**src/rtl/module_serial_alu_pkg.sv**
```systemverilog
// module_serial_alu_pkg: aluop encodings, FSM state type and op legality helper.
package module_serial_alu_pkg;
  localparam logic [2:0] OP_AND = 3'b000;
  localparam logic [2:0] OP_OR  = 3'b001;
  localparam logic [2:0] OP_ADD = 3'b010;
  localparam logic [2:0] OP_SUB = 3'b110;
  localparam logic [2:0] OP_SLT = 3'b111;
  typedef enum logic [1:0] {IDLE, RUN, FIN} state_t;
  function automatic logic op_legal(input logic [2:0] op);
    return op == OP_AND || op == OP_OR || op == OP_ADD || op == OP_SUB || op == OP_SLT;
  endfunction
endpackage

```
**src/rtl/module_serial_alu_cell.sv**
```systemverilog
// module_1bit_alu: one-bit ALU cell (and/or/sum/less) with optional b inversion.
module module_1bit_alu (
  input  logic       a_i,
  input  logic       b_i,
  input  logic       cin_i,
  input  logic       binvert_i,
  input  logic       lessi_i,
  input  logic [1:0] op_i,
  output logic       result_o,
  output logic       cout_o
);
  logic bb, sum;
  always_comb begin
    bb = b_i ^ binvert_i;
    sum = a_i ^ bb ^ cin_i;
    cout_o = (a_i & bb) | (cin_i & (a_i ^ bb));
    result_o = op_i == 2'b00 ? a_i & bb : op_i == 2'b01 ? a_i | bb : op_i == 2'b10 ? sum : lessi_i;
  end
endmodule

```
**src/rtl/module_serial_alu.sv**
```systemverilog
// module_serial_alu: bit-serial ALU processing SLICES bits per beat over WIDTH/SLICES beats.
module module_serial_alu
  import module_serial_alu_pkg::*;
#(
  parameter int WIDTH  = 32,
  parameter int SLICES = 1
) (
  input  logic             clk,
  input  logic             rst,
  input  logic             start_i,
  input  logic [2:0]       aluop_i,
  input  logic [WIDTH-1:0] a_i,
  input  logic [WIDTH-1:0] b_i,
  output logic             busy_o,
  output logic             done_o,
  output logic [WIDTH-1:0] result_o,
  output logic             zero_o,
  output logic             overflow_o,
  output logic             cout_o,
  output logic             err_o
);
  localparam int N  = WIDTH / SLICES;
  localparam int CW = $clog2(N + 1);
  if (WIDTH < 2 || WIDTH % SLICES != 0) $error("module_serial_alu: bad WIDTH/SLICES");
  state_t state_q, state_d;
  logic [CW-1:0]    cnt_q;
  logic [WIDTH-1:0] a_q, b_q, res_q, res_d, fin_res;
  logic [2:0]       op_q;
  logic             carry_q, accept, last, ovf, legal, arith;
  logic [1:0]       cell_op;
  logic [SLICES:0]  c;
  logic [SLICES-1:0] s;
  assign c[0] = carry_q;
  assign cell_op = op_q == OP_SLT ? 2'b10 : op_q[1:0];
  for (genvar i = 0; i < SLICES; i++) begin : g_cell
    module_1bit_alu u_cell (
      .a_i(a_q[i]), .b_i(b_q[i]), .cin_i(c[i]), .binvert_i(op_q[2]), .lessi_i(1'b0),
      .op_i(cell_op), .result_o(s[i]), .cout_o(c[i+1])
    );
  end
  // The SLT sign fix-up uses the carry into the MSB cell on the final beat.
  always_comb begin
    accept = start_i && state_q != RUN;
    last = state_q == RUN && cnt_q == CW'(N - 1);
    res_d = (res_q >> SLICES) | (WIDTH'(s) << (WIDTH - SLICES));
    ovf = c[SLICES-1] ^ c[SLICES];
    legal = op_legal(op_q);
    arith = op_q == OP_ADD || op_q == OP_SUB;
    fin_res = !legal ? '0 : op_q == OP_SLT ? WIDTH'(res_d[WIDTH-1] ^ ovf) : res_d;
    state_d = state_q == IDLE ? (start_i ? RUN : IDLE)
            : state_q == RUN  ? (last ? FIN : RUN)
            : (start_i ? RUN : IDLE);
  end
  always_ff @(posedge clk or posedge rst) begin
    if (rst) begin
      state_q <= IDLE;
      cnt_q <= '0;
      a_q <= '0;
      b_q <= '0;
      res_q <= '0;
      op_q <= '0;
      carry_q <= 1'b0;
      result_o <= '0;
      zero_o <= 1'b0;
      overflow_o <= 1'b0;
      cout_o <= 1'b0;
      err_o <= 1'b0;
    end else begin
      state_q <= state_d;
      if (accept) begin
        a_q <= a_i;
        b_q <= b_i;
        op_q <= aluop_i;
        carry_q <= aluop_i[2];
        cnt_q <= '0;
        res_q <= '0;
      end else if (state_q == RUN) begin
        a_q <= a_q >> SLICES;
        b_q <= b_q >> SLICES;
        carry_q <= c[SLICES];
        cnt_q <= cnt_q + CW'(1);
        res_q <= res_d;
      end
      if (last) begin
        result_o <= fin_res;
        zero_o <= fin_res == '0;
        overflow_o <= arith & ovf;
        cout_o <= arith & c[SLICES];
        err_o <= !legal;
      end
    end
  end
  assign busy_o = state_q == RUN;
  assign done_o = state_q == FIN;
endmodule

```
**config.mk**
```make
export PLATFORM = sky130hd
export DESIGN_NAME = module_serial_alu
export DESIGN_NICKNAME = d
export VERILOG_FILES = /design/src/rtl/module_serial_alu_pkg.sv /design/src/rtl/module_serial_alu_cell.sv /design/src/rtl/module_serial_alu.sv
export SDC_FILE = /design/constraint.sdc
export NUM_CORES = 1
export LEC_CHECK = 0
export ABC_AREA = 1
export CAP_MARGIN = 20
export CORE_AREA = 4 4 106 133
export DETAILED_ROUTE_END_ITERATION = 8
export DIE_AREA = 0 0 110 137
export HOLD_SLACK_MARGIN = 0.02
export PLACE_DENSITY = 0.77
export SYNTH_ARGS = -nofsm -noshare
export SYNTH_HDL_FRONTEND = slang
export SYNTH_HIERARCHICAL = 1
export SYNTH_SLANG_ARGS = --single-unit
```
**constraint.sdc**
```tcl
create_clock -name clk -period 6.1 [get_ports clk]
set_input_delay 1.22 -clock clk [delete_from_list [all_inputs] [get_ports clk]]
set_output_delay 1.22 -clock clk [all_outputs]
set_load 0.02 [all_outputs]
```
After elaboration in Yosys (flattened, before gate mapping)
Index checks and enable logic that the tools add are counted.
{"block": "word_totals", "register_bits": 144, "latch_bits": 0, "mem_bits_rw": 0, "rom_bits": 0, "input_bits": 70, "out_inout_bits": 38, "elab_cells": 68, "n_memories": 0}
{"block": "op_classes", "addsub": 1, "n_mul": 0, "n_div": 0, "magnitude_cmp": 0, "eq_ne": 10, "shift": 0, "mux": 20, "bitwise": 12, "n_reduce_logical": 13}
{"cell": "32-bit 2-to-1 mux", "n": 8}
{"cell": "32-bit logical NOT", "n": 1}
{"cell": "31-bit by 32-bit OR with 32-bit output", "n": 1}
{"cell": "6-bit 2-to-1 mux", "n": 2}
{"cell": "2-bit 2-to-1 mux", "n": 4}
{"cell": "6-bit by 1-bit adder with 6-bit output (second input constant)", "n": 1}
{"cell": "3-bit == test (second input constant)", "n": 2}
{"cell": "6-bit by 5-bit == test with 1-bit output (second input constant)", "n": 1}
{"cell": "1-bit 2-to-1 mux", "n": 6}
{"cell": "1-bit logical OR", "n": 5}
{"cell": "1-bit bitwise XOR", "n": 5}
{"cell": "1-bit bitwise AND", "n": 4}
{"cell": "2-bit by 1-bit == test with 1-bit output (second input constant)", "n": 2}
{"cell": "2-bit == test (second input constant)", "n": 2}
{"cell": "2-bit logical NOT", "n": 2}
{"cell": "3-bit by 1-bit == test with 1-bit output (second input constant)", "n": 1}
{"cell": "3-bit by 2-bit == test with 1-bit output (second input constant)", "n": 1}
{"cell": "3-bit logical NOT", "n": 1}
{"cell": "1-bit logical AND", "n": 2}
{"cell": "2-bit by 1-bit != test with 1-bit output (second input constant)", "n": 1}
{"cell": "1-bit OR", "n": 2}
{"cell": "2-bit nonzero test", "n": 1}
{"cell": "1-bit logical NOT", "n": 1}

Depth between registers and ports, before layout
{"block": "logic_depth", "ltp_word": 11, "depth_mapped": 15, "mapped_depth_nobuf": 15}

Modules after synthesis
The synthesis kept the hierarchy.
{"module": "module_serial_alu", "instances": 1, "cells_each": 630, "area_each_um2": 6164.7, "seq_area_each_um2": 3578.4}
{"module": "module_1bit_alu", "instances": 1, "cells_each": 19, "area_each_um2": 112.6, "seq_area_each_um2": 0.0}

Worst setup path before layout
OpenSTA, ideal clock, no wires.
{"block": "synth_timing", "path_type": "flip-flop to output port", "from": "register state_q[1]", "to": "output busy_o", "arrival_ns": 1.032, "required_ns": 4.880, "slack_ns": 3.848, "path_stages_with_launch": 5, "path_buffers": 1, "cell_sequence": "dfrtp_1 inv_2 nand2_2 inv_2 buf_1"}
{"block": "synth_via", "elab_chain_len": 1}
{"item": "start: declaration", "line": "module_serial_alu.sv:25", "text": "state_t state_q, state_d;"}
{"item": "start signal: assignment", "line": "module_serial_alu.sv:69", "text": "state_q <= state_d;"}
{"item": "2-bit by 1-bit == test with 1-bit output", "line": "module_serial_alu.sv:93", "text": "assign busy_o = state_q == RUN;"}
{"item": "end: declaration", "line": "module_serial_alu.sv:14", "text": "output logic busy_o,"}
Every way passes these cells.

Final worst setup path
Same ends and word-level chain as after synthesis.

==> flow_summary.yaml <==
run_status:
  status: "finished clean"
synth:
  synth_seq_cells: 143
  synth-edff-count: 0
  synth_top_area_share_pct: 57.01
  synth.most_common_cell: "nand2_1"
  syn_area_per_cell_sq_um: 9.672
  synthDistinctLibCells: 32
  netlist_area_sq_um: 6277
  synthCells: 649
  async_reset_ff_share_pct: 100.0
  yosys-top-cells-count: "189 x nand2_1, 143 x dfrtp_1, 85 x inv_1, 32 x o31ai_2, 30 x o22ai_1"
  yosysTopAreaCell: "dfrtp_1"
  yosysWarnings: 6
  synth_seq_area_share_pct: 57.01
  synthTopCellsByArea: "dfrtp_1 57%, nand2_1 11%, o31ai_2 6.4%"
  synth-main-ff-cell: "dfrtp_1"
  syn_nets: 723
worst_setup_path:
  crit_path_max_incr_delay_ns: 0.73
  path_common_cell: "inv_2"
  crit_buf_inv: 3
  cp_top_family: "buffers and inverters"
  cp-start-kind: "register"
  crit_chain: "inv_2, nand2_2, inv_2, clkdlybuf4s50_1"
  endpoint_kind: "primary output"
  slowest_stage: "clkdlybuf4s50_1"
  critical_path_arrival_ns: 2.12
  path_class: "reg -> out"
  cp_data_required_time_ns: 4.88
  cp_max_fo: 34
floorplanning:
  dieWidth_um: 110
  core-area_sq_um: 12720
  start_util_pct: 49.35
  ioPinCount: 108
  die_h_um: 137
  die_area_sq_um: 15070
  num_rows: 46
power_and_ir_drop:
  total_power_w: 0.004039
  powerDensity_nw_per_um2: 502.9
  cellLeakagePower_nw: 3.561
  vdd_ir_drop_max_mv: 0.3117
global_route:
  grt_max_degree: 96
  grt_overflow: 0
  grt_pass1_wl_um: 23070
  track_usage_pct: 19.54
  grt_pass1_vias: 5014
  antenna_found_initial: 0
sta:
  finalHoldViolCount: 0
  maxSlewViolCount: 0
  fin_crit_ns: 3.344
  fmax_mhz: 299.0
  tns_ns: 0
  max_slew_margin_pct: 43.51
  clock_skew_ns: 0.009736
  tightest_slew_ns: 0.8473
  grt_setup_unrepaired: "false"
  post-route-period-util_pct: 54.83
  setup_viol: 0
place:
  finalWeightedCongestion: 0.7709
  hpwlAfterDp_um: 9088
  place_area_sq_um: 7400
  portBuffers: 107
  dp_cells: 889
routing:
  ant_nets: 0
  drtPass1Iterations: 4
  drt_iter0_drc: 236
  vias: 4927
  wl_per_cell_um: 14.77
  drc: 0
  vias_per_cell: 5.344
  wirelength_um: 13610
clocking:
  ctsResizeCount: 0
  post_cts_buffers: 0
  insertion_delay_ns: 0.42
  cts-htree-levels: 4
  cts.reportedPaths.clkPinSlew_ns: 0.06
  hold_buffers: 0
  root_buffer: "clkbuf_16"
  clock_path_buffers: 2
  cts_tree: "built"
  cts_sinks: 143
  cts_buffers: 17
final_layout:
  stdcell_area_sq_um: 8031
  instances_no_fill: 922
  antenna_cells: 0
  nNetsFinal: 816
  syn2layout_area_growth_pct: 27.94
  layout-drive-gt1-share_pct: 10.88
  final_core_util_pct: 63.14
job:
  maxCapViolCount: 0
hold_path:
  hp-class: "reg -> reg"
-- final timing paths --
kind | from | cells past startpoint | end | slack [ns]
setup / recovery | state_q[1] | 4 | busy_o | 2.76
hold / removal | a_q[10] | 2 | a_q[10] | 0.48
setup reg to reg | state_q[0] | 6 | a_q[3] | 3.68
hold reg to reg | a_q[10] | 2 | a_q[10] | 0.48
max in group asynchronous | rst | 3 | b_q[26] | 3.67
min in group asynchronous | rst | 2 | result_o[7] | 1.32
-- per-layer routing --
metal,routed length [um],track usage [%]
met3,944,4.625
met4,245,7.970
met2,6848,32.32
met1,5576,24.49
met5,0,0
-- state kept, by name, indices dropped and copies added, names as in the netlist --
name        count
res_q          31
b_q            32
a_q            32
err_o           1
state_q         2
zero_o          1
cout_o          1
result_o       32
carry_q         1
op_q            3
cnt_q           6
overflow_o      1
-- kinds of logic (layout without fill, tap and decap cells) --
logic type | count (synthesis) | count (layout) | share of synthesized area (%)
XOR/XNOR | 3 | 3 | 0.4187
AND/OR/NAND/NOR | 227 | 227 | 14.61
adder cells (fa/ha/maj) | 4 | 4 | 0.9170
flip-flops | 143 | 143 | 57.01
other | 1 | 1 | 0.05974
buffers and inverters | 129 | 234 | 8.651
AO/OA/AOI/OAI | 142 | 142 | 18.34
-- area by class of cell --
| cell class | instances | area (sq um) |
|---|---|---|
| well taps | 168 | 210.2 |
| multi-input cells | 377 | 2167 |
| repair buffers | 113 | 1141 |
| inverters | 90 | 342.8 |
| fillers | 1007 | 4688 |
| flip-flops and latches | 143 | 3578 |
| clock buffers | 21 | 480.5 |
| clock inverters | 10 | 111.4 |
-- stage by stage --
| step | hold WS, ns | setup WS, ns |
|---|---|---|
| floorplan | 0.4524 | 1.042 |
| global placement | 0.4620 | 2.753 |
| detailed placement | 0.4703 | 2.629 |
| CTS | 0.4858 | 2.739 |
| global route | 0.5075 | 2.662 |
| finish | 0.4848 | 2.756 |
-- tightest hold or removal path, stage by stage, from the launching register on --
cell and delay, ns:
dfrtp_1 0.34, nand2_1 0.05, nand3_1 0.06
-- cells in the final DEF (no fill, tap or decap), drive strengths merged --
cell           count
xor2               1
a31oi              1
bufinv             2
nand4              3
nand2            192
conb               1
nor3b              1
o22ai             30
inv               90
dfrtp            143
o31ai             32
buf                6
o221ai            24
clkbuf            21
a22oi              1
o211ai            24
clkinvlp           3
clkdlybuf4s50    107
a21oi              2
clkinv             5
nor2              12
nand3             19
o21ai             27
fa                 1
a32o               1
xnor2              2
ha                 3
-- where the power goes --
group	total, W	leakage [nW]	internal, W	switching (W)
logic	0.00151	1.40	0.000597	0.000916
clock network	0.00102	0.287	0.000640	0.000380
registers	0.00151	1.88	0.00131	0.000191
(Power assumes the default switching activity.)
